## src/rtl/rotation_angle_gen.sv

```systemverilog
// ============================================================================
//  rotation_angle_gen : N_AXES independent fixed-point angle generators,
//  each advanced per frame tick in HOLD / CONT / PINGPONG / ONESHOT mode.
//  Revision: 1.0
// ============================================================================
`default_nettype none

module rotation_angle_gen #(
    parameter int          N_AXES       = 3,
    parameter int          W            = 12,
    parameter int          FRAC         = 8,
    parameter logic [W-1:0] TWO_PI       = 12'h648,
    parameter logic [W-1:0] DEFAULT_STEP = 12'h00A,
    parameter logic [W-1:0] INIT_ANGLE   = 12'h000
) (
    input  logic                                              Clk,
    input  logic                                              Reset,
    input  logic                                              frame_clk_rising_edge,
    input  logic                                              cfg_we,
    input  logic [((N_AXES > 1) ? $clog2(N_AXES) : 1)-1:0]    cfg_axis,
    input  logic [1:0]                                        cfg_mode,
    input  logic                                              cfg_dir,
    input  logic [W-1:0]                                      cfg_step,
    output logic [N_AXES*W-1:0]                               theta,
    output logic [N_AXES-1:0]                                 wrapped,
    output logic [N_AXES-1:0]                                 done
);

    localparam int AW = (N_AXES > 1) ? $clog2(N_AXES) : 1;

    localparam logic [1:0] c_MODE_HOLD     = 2'd0;
    localparam logic [1:0] c_MODE_CONT     = 2'd1;
    localparam logic [1:0] c_MODE_PINGPONG = 2'd2;
    localparam logic [1:0] c_MODE_ONESHOT  = 2'd3;

    localparam logic [0:0] c_ST_RUN  = 1'b0;
    localparam logic [0:0] c_ST_DONE = 1'b1;

    localparam logic [W-1:0] c_LIMIT    = TWO_PI - 1'b1;
    localparam logic [W:0]   c_TWO_PI_X = {1'b0, TWO_PI};
    localparam logic [W:0]   c_LIMIT_X  = {1'b0, c_LIMIT};

    if (FRAC >= W || TWO_PI == '0) begin : g_param_check
        $error("rotation_angle_gen: FRAC must be < W and TWO_PI must be non-zero");
    end

    // Step saturation is common to every axis, so it is decoded once here.
    logic [W-1:0] w_step_sat;
    assign w_step_sat = (cfg_step >= TWO_PI) ? c_LIMIT : cfg_step;

    for (genvar a = 0; a < N_AXES; a++) begin : g_axis
        logic [W-1:0] angle_q, angle_d;
        logic [W-1:0] step_q,  step_d;
        logic [1:0]   mode_q,  mode_d;
        logic         dir_q,   dir_d;
        logic [0:0]   state_q, state_d;
        logic         wrap_q,  wrap_d;

        logic         w_sel;
        logic [W:0]   w_sum;
        logic [W-1:0] w_fwd_wrap;
        logic [W-1:0] w_back_wrap;
        logic [W-1:0] w_diff;

        assign w_sel       = cfg_we && (cfg_axis == AW'(a));
        assign w_sum       = {1'b0, angle_q} + {1'b0, step_q};
        assign w_fwd_wrap  = W'(w_sum - c_TWO_PI_X);
        assign w_back_wrap = W'(({1'b0, angle_q} + c_TWO_PI_X) - {1'b0, step_q});
        assign w_diff      = angle_q - step_q;

        always_comb begin
            angle_d = angle_q;
            step_d  = step_q;
            mode_d  = mode_q;
            dir_d   = dir_q;
            state_d = state_q;
            wrap_d  = 1'b0;

            if (w_sel) begin
                mode_d  = cfg_mode;
                dir_d   = cfg_dir;
                step_d  = w_step_sat;
                state_d = c_ST_RUN;
                if (cfg_mode == c_MODE_ONESHOT) begin
                    angle_d = '0;
                end else if (angle_q > c_LIMIT) begin
                    angle_d = c_LIMIT;
                end
            // A zero step is a true no-op, so pingpong endpoints cannot fire wrapped.
            end else if (frame_clk_rising_edge && state_q == c_ST_RUN && step_q != '0) begin
                case (mode_q)
                    c_MODE_CONT: begin
                        if (!dir_q) begin
                            if (w_sum >= c_TWO_PI_X) begin
                                angle_d = w_fwd_wrap;
                                wrap_d  = 1'b1;
                            end else begin
                                angle_d = w_sum[W-1:0];
                            end
                        end else begin
                            if (angle_q >= step_q) begin
                                angle_d = w_diff;
                            end else begin
                                angle_d = w_back_wrap;
                                wrap_d  = 1'b1;
                            end
                        end
                    end
                    c_MODE_PINGPONG: begin
                        if (!dir_q) begin
                            if (w_sum >= c_LIMIT_X) begin
                                angle_d = c_LIMIT;
                                dir_d   = 1'b1;
                                wrap_d  = 1'b1;
                            end else begin
                                angle_d = w_sum[W-1:0];
                            end
                        end else begin
                            if (angle_q <= step_q) begin
                                angle_d = '0;
                                dir_d   = 1'b0;
                                wrap_d  = 1'b1;
                            end else begin
                                angle_d = w_diff;
                            end
                        end
                    end
                    c_MODE_ONESHOT: begin
                        if (w_sum >= c_TWO_PI_X) begin
                            angle_d = '0;
                            state_d = c_ST_DONE;
                        end else begin
                            angle_d = w_sum[W-1:0];
                        end
                    end
                    default: begin
                        angle_d = angle_q;
                    end
                endcase
            end
        end

        always_ff @(posedge Clk or posedge Reset) begin
            if (Reset) begin
                angle_q <= INIT_ANGLE;
                step_q  <= DEFAULT_STEP;
                mode_q  <= c_MODE_CONT;
                dir_q   <= 1'b0;
                state_q <= c_ST_RUN;
                wrap_q  <= 1'b0;
            end else begin
                angle_q <= angle_d;
                step_q  <= step_d;
                mode_q  <= mode_d;
                dir_q   <= dir_d;
                state_q <= state_d;
                wrap_q  <= wrap_d;
            end
        end

        assign theta[a*W +: W] = angle_q;
        assign wrapped[a]      = wrap_q;
        assign done[a]         = (state_q == c_ST_DONE);
    end

endmodule

`default_nettype wire

```

## config.mk

```make
export PLATFORM = sky130hd
export DESIGN_NAME = rotation_angle_gen
export DESIGN_NICKNAME = d
export VERILOG_FILES = /design/src/rtl/rotation_angle_gen.sv
export SDC_FILE = /design/constraint.sdc
export NUM_CORES = 1
export LEC_CHECK = 0
export ABC_AREA = 1
export CAP_MARGIN = 5
export CORE_ASPECT_RATIO = 0.75
export CORE_MARGIN = 5
export CORE_UTILIZATION = 57
export CTS_CLUSTER_SIZE = 8
export DETAILED_ROUTE_END_ITERATION = 7
export PLACE_DENSITY_LB_ADDON = 0.25
export SYNTH_ARGS = -nofsm -noshare
export SYNTH_HDL_FRONTEND = slang
export SYNTH_SLANG_ARGS = --single-unit
```

## constraint.sdc

```tcl
create_clock -name Clk -period 3.55 [get_ports Clk]
set_input_delay 0.355 -clock Clk [delete_from_list [all_inputs] [get_ports Clk]]
set_output_delay 0.355 -clock Clk [all_outputs]
set_load 0.05 [all_outputs]
```

**After elaboration in Yosys (flattened, before gate mapping)**

Cells that the tools add are included.

- Flip-flop bits (word level): 87
- Bits of input ports: 21
- Output and inout bits: 42
- Word-level logic and storage cells: 195

- Add/subtract/negate cells: 15
- Order comparisons: 16
- Eq/ne operators: 15
- Muxes and demuxes: 91
- Bitwise logic cells: 3
- Reductions and logical operators: 37

Operators by type and width:

| kind | count |
|---|---|
| 2-to-1 mux 12 bit | 34 |
| one-hot mux 12 bit (3 select lines) | 3 |
| greater-or-equal comparator 13 x 11 -> 1 bit, second input constant | 6 |
| subtractor 12 bit | 6 |
| 2-to-1 mux 1 bit | 51 |
| adder 12 x 12 -> 13 bit | 3 |
| adder 12 x 11 -> 12 bit, second input constant | 3 |
| greater-or-equal comparator 12 bit | 3 |
| > comparator 12 x 11 -> 1 bit, second input constant | 3 |
| less-or-equal comparator 12 bit | 3 |
| nonzero test 12 bit | 3 |
| subtractor 12 x 11 -> 12 bit, second input constant | 3 |
| nonzero test 2 bit | 12 |
| AND reduction 3 bit | 6 |
| == test 2 bit, second input constant | 8 |
| greater-or-equal comparator 12 x 11 -> 1 bit, second input constant | 1 |
| nonzero test 4 bit | 3 |
| logical AND 1 bit | 9 |
| != test 3 x 1 -> 1 bit, second input constant | 3 |
| == test 2 x 1 -> 1 bit, second input constant | 4 |
| one-hot mux 1 bit (2 select lines) | 3 |
| AND reduction 2 bit | 3 |
| NOT 1 bit | 3 |
| logical NOT 2 bit | 1 |

**Logic depth before layout (Yosys ltp)**

Gate-level depths: netlist (run 1).

- Depth in word-level cells: 7
- Mapped depth: 25

**Least setup slack after synthesis (run 1)**

Ideal clock, no wire load.

- Path type: register to register
- Start: register g_axis[1].angle_q[6]
- End: register g_axis[1].angle_q[3]
- Library setup time: 0.127 ns
- Arrival: 3.022 ns
- Required time: 3.423 ns
- Slack: 0.401 ns
- Cell stages (with the launch flop): 20
- Buffers on the path: 1
- Clock period less this slack: 3.149 ns
- Cell sequence: dfrtp_1 -> inv_1 -> ha_1 -> buf_2 -> nor2_1 -> nand2_1 -> nor2_1 -> nand2_1 -> nand4_1 -> nand3_2 -> nor2_2 -> nand2_1 -> nor2_1 -> nor2_4 -> ha_1 -> nand2_1 -> a21oi_1 -> nor2_1 -> nand2_1 -> o21ai_0

- Word-level cells in the longest chain between the ends: 7
- Elaborated cells on any way between the ends: 18
- Classes of those cells: add/sub (1); order compare (5); eq/ne (1); mux (10); reduce/logical (1)

Ends and longest elaborated chain:

| element | line | RTL |
|---|---|---|
| start: declaration | 52 | `logic [W-1:0] angle_q, angle_d;` |
| start signal: assignment | 152 | `angle_q <= angle_d;` |
| adder 12 x 12 -> 13 bit | 66 | `assign w_sum = {1'b0, angle_q} + {1'b0, step_q};` |
| greater-or-equal comparator 13 x 11 -> 1 bit (on tied branches) | 111, 94, 129 |  |
| 2-to-1 mux 12 bit (on tied branches) | 111, 94 |  |
| 2-to-1 mux 12 bit (on tied branches) | 110, 93 |  |
| one-hot mux 12 bit (3 select lines) | 91 | `case (mode_q)` |
| 2-to-1 mux 12 bit | 90 | `end else if (frame_clk_rising_edge && state_q == c_ST_RUN && step_q != '0) begin` |
| 2-to-1 mux 12 bit | 79 | `if (w_sel) begin` |

Parallel ways exist; a longest one is shown, timed or not. The select of a mux whose other input is x is not followed.
A chain may end at the register's enable or synchronous reset.

**Worst setup path after layout (run 1)**

- Start: register g_axis[1].step_q[0]
- End: register g_axis[1].angle_q[9]

- Word-level cells in the longest chain between the ends: 7
- Elaborated cells on any way between the ends: 22
- Classes of those cells: add/sub (4); order compare (4); mux (10); reduce/logical (4)

Ends and longest elaborated chain:

| element | line | RTL |
|---|---|---|
| start: declaration | 53 | `logic [W-1:0] step_q, step_d;` |
| start signal: assignment | 153 | `step_q <= step_d;` |
| adder 12 x 12 -> 13 bit | 66 |  |
| subtractor 12 x 11 -> 12 bit (tied with other cells) | 67 | `assign w_fwd_wrap = W'(w_sum - c_TWO_PI_X);` |
| 2-to-1 mux 12 bit (on tied branches) | 94, 111 |  |
| 2-to-1 mux 12 bit (on tied branches) | 93, 110 |  |
| one-hot mux 12 bit (3 select lines) | 91 |  |
| 2-to-1 mux 12 bit | 90 |  |
| 2-to-1 mux 12 bit | 79 |  |

Parallel ways exist; a longest one is shown, timed or not. The select of a mux whose other input is x is not followed.

==> run summary, run 1 <==
The final critical path takes up 95.24% of the cycle. The count of TritonRoute iterations in the first routing pass is 6. The number of buffers and inverters on the critical path is 0. TritonCTS built the clock tree.

Setup violations remaining at the end of the flow were counted as 0. Leaving out fill and tap cells, the most frequent cell in the layout is sky130_fd_sc_hd__nand2_1. Across every metal layer, demand over resource in global routing totals 38.17%. From synthesis to final layout, the design area changed by 12.66%. The initial antenna violation count came out at 1. The kind of critical path is reg2reg.

For this design, the sink count on the clock tree is 87. The die is 181.3 um wide. The number of buffers inserted by hold repair at cts came out at 0. Yosys attributes the largest share of cell area to sky130_fd_sc_hd__nand2_1 (16%), sky130_fd_sc_hd__dfrtp_1 (16%), sky130_fd_sc_hd__ha_1 (13%), sky130_fd_sc_hd__inv_1 (8.6%), sky130_fd_sc_hd__nand3_1 (6.4%). After global routing the overflow that remains totals 0.

Before CTS, the worst setup slack after placement is 0.1739 ns. The die covers 25100 sq um. After clock tree synthesis, the clock-pin slew on the worst setup and hold paths is 0.07 ns. The synthesized netlist occupies a cell area of 12540 sq um. The via count of the first global-routing pass is 13090.

Dividing the detail-routed via count by the number of cells gives 6.057. The wire length of the first global-routing pass came out at 75100 um. The data arrival at the endpoint of the critical path came out at 3.67 ns.

The worst setup path is launched from a flip-flop. The vias after detailed routing came out at 14470. The mean area per synthesized cell is 6.275 sq um.

The first routing iteration left 2083 violations. Summed over all layers, the routed wires come to 49590 um. The cell taking the most area after synthesis is sky130_fd_sc_hd__nand2_1. The half-perimeter wire length after placement came out at 40260 um. The final core utilization came out at 64.60%. The max-capacitance violation count came out at 0. The worst-case clock skew is 0.01510 ns. In this run the register-to-register setup slack is 0.17 ns. The number of buffers on the longest clock path is 2. The worst slew margin relative to its limit came out at 35.72%.

The sum of negative setup slack is 0 ns. Counting cells, the worst reg-to-reg path comes to 17. The count of buffers added on input and output ports is 62.

The routed length per instance is 20.76 um. The area of the core is 21880 sq um. The die is 138.5 um tall. The net count after synthesis is 2173.

The standard cell with the maximum stage delay on the critical path is sky130_fd_sc_hd__dfrtp_1. The type of the most critical hold path is in2async. The effective utilization at floorplan came out at 57.34%.

The most frequent cell on the critical path is sky130_fd_sc_hd__nand2_1. The site row count is 47. The worst setup margin came out at 0.1689 ns. The fmax came out at 295.8 MHz. The share of synthesized area occupied by flip-flops and latches came out at 17.45%.

The flow ran to the end, and the final reports show no timing, DRC or antenna violations. The peak fanout along the critical path is 7. The top cell type's share of synthesized area came out at 16.25%.

The final layout contains 2265 nets. Traced cell by cell, the critical path runs through ha_1 -> fa_1 -> nand2_1 -> nand2_1 -> nand2_1 -> xor2_4 -> ha_1 -> nand3_1 -> o21ai_0 -> nand3_1 -> nand3_2 -> nand2_1 -> nor2_4 -> nor2_1 -> nand2_1 -> nand2_1 -> nand2_1. The count of synthesis-stage warnings from yosys is 0. Entering global routing, the biggest net connects 43 pins. The number of endpoints with negative hold slack in the final report is 0. The clock period minus final worst setup slack came out at 3.381 ns. The peak per-stage delay on the critical path came out at 0.45 ns. The number of clock buffers inserted by TritonCTS is 9. In the synthesized netlist the dominant register cell turns out to be sky130_fd_sc_hd__dfrtp_1. The number of distinct standard cells referenced by the synthesized netlist came out at 48. The DRC violations left came out at 0. The number of diodes came out at 0. Grouping stages by cell kind, the critical path spends the most delay in simple AND/OR/NAND/NOR gates. The clock reaches the later pin of the worst-skew pair after 0.37 ns.

The slew at the pin closest to its max-slew limit is 0.9554 ns. The final weighted congestion in routability-driven placement is 1.048. The top cell types in the final layout, fill and taps aside, are sky130_fd_sc_hd__nand2_1 (542), sky130_fd_sc_hd__inv_1 (285), sky130_fd_sc_hd__nor2_1 (174). The maximum level of the CTS H-tree is 3. The number of pins with negative max-slew slack in the final report is 0. Setup repair after global routing left no endpoint under its margin.

The number of synthesized flops with an enable pin is 0. The required time of the critical path came out at 3.84 ns. The startpoint identified for the worst register-to-register timing path is g_axis[1].step_q[0]$_DFFE_PP0P_. The fraction of registers with async set/reset came out at 100.0%. The worst register-to-register path ends at g_axis[1].angle_q[9]$_DFFE_PP0P_. The post-route antenna net violation count came out at 0.

The fraction of layout instances using a drive strength above 1 is 9.212%. The cell count after synthesis came out at 1999. The count of boundary I/O pins is 63. The worst setup path is captured at a flip-flop. The number of register bits inferred by synthesis came out at 87.

The library cell used as clock root buffer is sky130_fd_sc_hd__clkbuf_16.
==> state kept, by name, summed over array words and instances, names as in the netlist <==
name,flops
g_axis.angle_q,36
g_axis.step_q,36
g_axis.mode_q,6
g_axis.dir_q,3
g_axis.state_q,3
g_axis.wrap_q,3
==> kinds of logic (layout without fill, tap and decap cells) <==
| logic type | after synthesis | after routing | synth area share (%) |
|---|---|---|---|
| xor+xnor | 55 | 55 | 4.020 |
| flops | 87 | 87 | 17.45 |
| compound gates | 320 | 320 | 14.11 |
| fa+ha+maj | 153 | 153 | 16.88 |
| simple gates | 1019 | 1019 | 35.77 |
| buf+inv | 365 | 461 | 11.77 |
==> worst register-to-register path: stages, from the launching register on <==
cell and delay [ns]:
sky130_fd_sc_hd__dfrtp_1 0.45, sky130_fd_sc_hd__ha_1 0.25, sky130_fd_sc_hd__fa_1 0.41, sky130_fd_sc_hd__nand2_1 0.09, sky130_fd_sc_hd__nand2_1 0.10, sky130_fd_sc_hd__nand2_1 0.20
sky130_fd_sc_hd__xor2_4 0.27, sky130_fd_sc_hd__ha_1 0.20, sky130_fd_sc_hd__nand3_1 0.08, sky130_fd_sc_hd__o21ai_0 0.23, sky130_fd_sc_hd__nand3_1 0.13, sky130_fd_sc_hd__nand3_2 0.21
sky130_fd_sc_hd__nand2_1 0.14, sky130_fd_sc_hd__nor2_4 0.21, sky130_fd_sc_hd__nor2_1 0.08, sky130_fd_sc_hd__nand2_1 0.08, sky130_fd_sc_hd__nand2_1 0.08, sky130_fd_sc_hd__nand2_1 0.08
==> synthesized netlist by cell type (14+ instances only) <==
master,number
sky130_fd_sc_hd__o21bai_1,16
sky130_fd_sc_hd__fa_1,27
sky130_fd_sc_hd__xor2_1,45
sky130_fd_sc_hd__nand3_1,161
sky130_fd_sc_hd__inv_1,288
sky130_fd_sc_hd__inv_2,16
sky130_fd_sc_hd__nand4_1,28
sky130_fd_sc_hd__ha_1,126
sky130_fd_sc_hd__nor3_1,33
sky130_fd_sc_hd__clkbuf_1,27
sky130_fd_sc_hd__o211ai_1,14
sky130_fd_sc_hd__nand3_2,14
sky130_fd_sc_hd__dfrtp_1,78
sky130_fd_sc_hd__nand2_1,543
sky130_fd_sc_hd__o21ai_0,126
sky130_fd_sc_hd__nor2_1,174
sky130_fd_sc_hd__a21oi_1,114
==> worst max-delay path by stage <==
| stage | start | endpoint | slack [ns] | cells after the start |
|---|---|---|---|---|
| 6_report | g_axis[1].step_q[0]$_DFFE_PP0P_ | g_axis[1].angle_q[9]$_DFFE_PP0P_ | 0.17 | 17 |
| 5_1_grt | g_axis[0].angle_q[6]$_DFFE_PP0P_ | g_axis[0].angle_q[3]$_DFFE_PP0P_ | 0.01 | 19 |
| 4_1_cts | g_axis[2].angle_q[6]$_DFFE_PP0P_ | g_axis[2].angle_q[3]$_DFFE_PP0P_ | 0.15 | 21 |
| 3_5_place_dp | g_axis[2].angle_q[6]$_DFFE_PP0P_ | g_axis[2].angle_q[3]$_DFFE_PP0P_ | 0.17 | 21 |
| 3_3_place_gp | g_axis[0].angle_q[6]$_DFFE_PP0P_ | g_axis[0].angle_q[3]$_DFFE_PP0P_ | 0.18 | 19 |
| 2_1_floorplan | g_axis[1].angle_q[6]$_DFFE_PP0P_ | g_axis[1].angle_q[3]$_DFFE_PP0P_ | 0.40 | 19 |
==> metal layers <==
metal  routed length, um  global-route usage (%)  vias up
met5                  13                       0        -
met4                1813                   10.82        2
met3                7457                   12.26      155
met2               18910                   51.36     1012
met1               21400                   58.02     6697
li1                    -                       -     6603
==> layout make-up <==
type,count,area (sq um)
tap,294,367.9
clock buffer,9,225.2
clock inverter,6,50.05
fill,2029,7745
sequential,87,2192
multi-input combinational,1547,8921
inverter,308,1159
timing repair buffer,138,1216
==> stage by stage <==
stage | std cells | hold WS, ns | cell area (sq um)
4_1_cts | 2389 | 0.4491 | 14090
3_3_place_gp | 2374 | 0.5169 | 13820
5_1_grt | 2389 | 0.4704 | 14130
6_report | 2389 | 0.4227 | 14130
3_5_place_dp | 2374 | 0.5414 | 13820
2_1_floorplan | 1999 | 0.4728 | 12540
==> timing repair <==
| action | 4_1_cts | 5_1_grt |
|---|---|---|
| endpoints found under the hold margin | 0 | 0 |
| setup buffers | 0 | 0 |
| gates resized for setup | 0 | 13 |
| setup endpoints to repair | 0 | 17 |
Power of run 1 is not shown: default switching activity piles up to over one toggle a cycle in this logic, so the estimate is an artifact.
==> run 2, diff against run 1 <==
- HOLD_SLACK_MARGIN: not set -> 0.08
==> results of run 2 <==
The final DEF is identical to that of run 1; final timing and power are the same.
Power of run 2 is left out for the same reason.
==> run 3, diff against run 2 <==
- ABC_CLOCK_PERIOD_IN_PS: not set -> 3550
- GPL_ROUTABILITY_DRIVEN: not set -> 0
==> run summary, run 3 (synthesis results as in run 1) <==
Hold is met by 0.4455 ns. In the final layout, the registers with the most flip-flops are g_axis.angle_q: 36 flops, g_axis.step_q: 36 flops, g_axis.mode_q: 6 flops. TritonCTS built the clock tree. The maximum level of the CTS H-tree is 3. Dividing the detail-routed wire length by the instance count gives 18.89 um. The wire length reported by the detailed router is 44570 um. The fmax came out at 296.9 MHz. The effective utilization at floorplan is 57.34%.

The global-route usage over all layers is 34.67%. The number of buffers and inverters on the critical path is 1. The ratio of final minimum period to clock period came out at 94.87%. The worst setup path is launched from a flip-flop. The total number of clock tree sinks came out at 87. The critical path goes through ha_1 -> fa_1 -> nand2_1 -> nand2_1 -> nand3_1 -> nand2_1 -> nand2_1 -> nand3_1 -> nand2_1 -> nand2_1 -> nor2_2 -> nand3_1 -> nand3_2 -> inv_2 -> ha_1 -> nand2_1 -> nand2_1 -> a21oi_1 -> nand2_1 -> o21ai_0. In this run the deepest clock path goes through 2 buffers. The cell family contributing the most delay on the critical path is simple AND/OR/NAND/NOR gates.

The post-route netlist has 7.506% of its cells at a drive strength greater than 1. The number of nets in the final layout came out at 2234. Clock tree synthesis selected as its root buffer the cell sky130_fd_sc_hd__clkbuf_16.

The run finished with clean final reports. The max-capacitance violation count came out at 0. The die span in x is 181.3 um. In the layout the commonest cells are sky130_fd_sc_hd__nand2_1 (543), sky130_fd_sc_hd__inv_1 (287), sky130_fd_sc_hd__nor2_1 (174).

The type of the most critical hold path is in2async. The total grt overflow is 0. The kind of critical path is reg2reg. Setup slack closes at 0.1822 ns. At the worst endpoint, the arrival time is 3.61 ns. The DRC violations left came out at 0. The site row count is 47. The clock period minus final worst setup slack came out at 3.368 ns. The sum of negative setup slack is 0 ns. The number of diodes is 0. The worst setup path is captured at a flip-flop. The launching instance or port of the critical path is g_axis[2].angle_q[0]$_DFFE_PP0P_. The clock edge transition at the registers on the reported setup and hold paths came out at 0.08 ns. After clock tree synthesis, the setup repair step added 0 buffers.

The worst-case clock skew came out at 0.01136 ns. The via count of the first global-routing pass came out at 12950. The peak per-stage delay on the critical path came out at 0.43 ns. The post-route antenna net violation count is 0. The floorplan step set the die height to 138.5 um.

The total area inside the core boundary comes to 21880 sq um. The half-perimeter wire length after placement came out at 35570 um. The number of endpoints with negative hold slack in the final report was 0.

The startpoint of the lowest-slack register-to-register path is g_axis[2].angle_q[0]$_DFFE_PP0P_. The peak fanout along the critical path is 10. The area growth from synthesis to final layout is 10.53%. Setup repair after global routing could not meet its margin everywhere. The standard cell with the maximum stage delay on the critical path is sky130_fd_sc_hd__dfrtp_1. The count of TritonRoute iterations in the first routing pass came out at 7. The most frequent cell on the critical path is sky130_fd_sc_hd__nand2_1. The count of boundary I/O pins is 63.

The worst slew margin relative to its limit is 41.83%. The largest net degree at the start of global routing is 88. The slew at the pin closest to its max-slew limit came out at 0.8726 ns. Buffers inserted to repair hold after CTS numbered 0.

The average vias per placed instance came out at 5.997. The die area came out at 25100 sq um. TritonCTS created 9 clock buffers.

In this run, post-CTS repair resized a total of 0 instances. The initial antenna violation count came out at 1. The pre-CTS setup slack is 0.2817 ns. After the first detailed-routing iteration, the DRC count stood at 2010. The number of buffers added on ports came out at 62. The number of pins with negative max-slew slack in the final report came out at 0. The most common library cell in the layout ignoring fill and taps is sky130_fd_sc_hd__nand2_1.

The final setup violation count came out at 0. The vias after detailed routing is 14150. The first global-routing pass estimated 70240 um of wire.

The required time of the critical path is 3.79 ns. The clock latency at the later pin of the worst-skew pair came out at 0.37 ns.
[run 3: cell types whose count changed in the layout (fill, tap and decap cells not counted), sizes merged]
cell / before / now
inv: 308 / 306
clkbuf: 9 / 11
clkinvlp: 1 / 2
buf: 76 / 45
[run 3: metrics by stage]
stage / cells / cell area [sq um] / utilization [%]
after global routing: 2359 / 13860 / 63.38
after floorplan: 1999 / 12540 / -
final: 2359 / 13860 / 63.38
after global placement: 2343 / 13570 / 62.05
after CTS: 2359 / 13860 / 63.35
after detailed placement: 2343 / 13570 / 62.05
[run 3: area by class of cell]
type	instances	area, sq um
timing repair buffer	107	970.9
multi-input combinational	1547	8894
clock buffer	11	242.7
clock inverter	5	41.29
tap	294	367.9
inverter	308	1159
fill	2043	8011
sequential	87	2190
[run 3: worst paths after layout]
| kind | endpoint | slack [ns] | cells past startpoint |
|---|---|---|---|
| min in group Clk | g_axis[0].mode_q[0]$_DFFE_PP1P_ | 0.55 | 2 |
| worst max register to register | g_axis[2].angle_q[3]$_DFFE_PP0P_ | 0.18 | 20 |
| worst min-delay path | g_axis[0].step_q[11]$_DFFE_PP0P_ | 0.45 | 3 |
| worst min register to register | g_axis[0].mode_q[0]$_DFFE_PP1P_ | 0.55 | 2 |
| worst max-delay path | g_axis[2].angle_q[3]$_DFFE_PP0P_ | 0.18 | 20 |
| max in group asynchronous | g_axis[0].step_q[1]$_DFFE_PP1P_ | 2.67 | 3 |
[run 3: layer usage]
layer	vias to the layer above	global-route usage [%]	wire length [um]
met2	1025	47.89	17300
met5	-	0	7
met1	6433	49.81	18640
met3	153	13.39	7014
li1	6533	-	-
met4	2	10.86	1601
[run 3: worst register-to-register path, cell delays in order, from the launching register on]
cell,delay [ns]
sky130_fd_sc_hd__dfrtp_1,0.43
sky130_fd_sc_hd__ha_1,0.25
sky130_fd_sc_hd__fa_1,0.41
sky130_fd_sc_hd__nand2_1,0.10
sky130_fd_sc_hd__nand2_1,0.12
sky130_fd_sc_hd__nand3_1,0.13
sky130_fd_sc_hd__nand2_1,0.08
sky130_fd_sc_hd__nand2_1,0.10
sky130_fd_sc_hd__nand3_1,0.09
sky130_fd_sc_hd__nand2_1,0.17
sky130_fd_sc_hd__nand2_1,0.14
sky130_fd_sc_hd__nor2_2,0.16
sky130_fd_sc_hd__nand3_1,0.14
sky130_fd_sc_hd__nand3_2,0.24
sky130_fd_sc_hd__inv_2,0.07
sky130_fd_sc_hd__ha_1,0.27
sky130_fd_sc_hd__nand2_1,0.05
sky130_fd_sc_hd__nand2_1,0.10
sky130_fd_sc_hd__a21oi_1,0.06
sky130_fd_sc_hd__nand2_1,0.08
sky130_fd_sc_hd__o21ai_0,0.07
Power of run 3 is left out for the same reason.
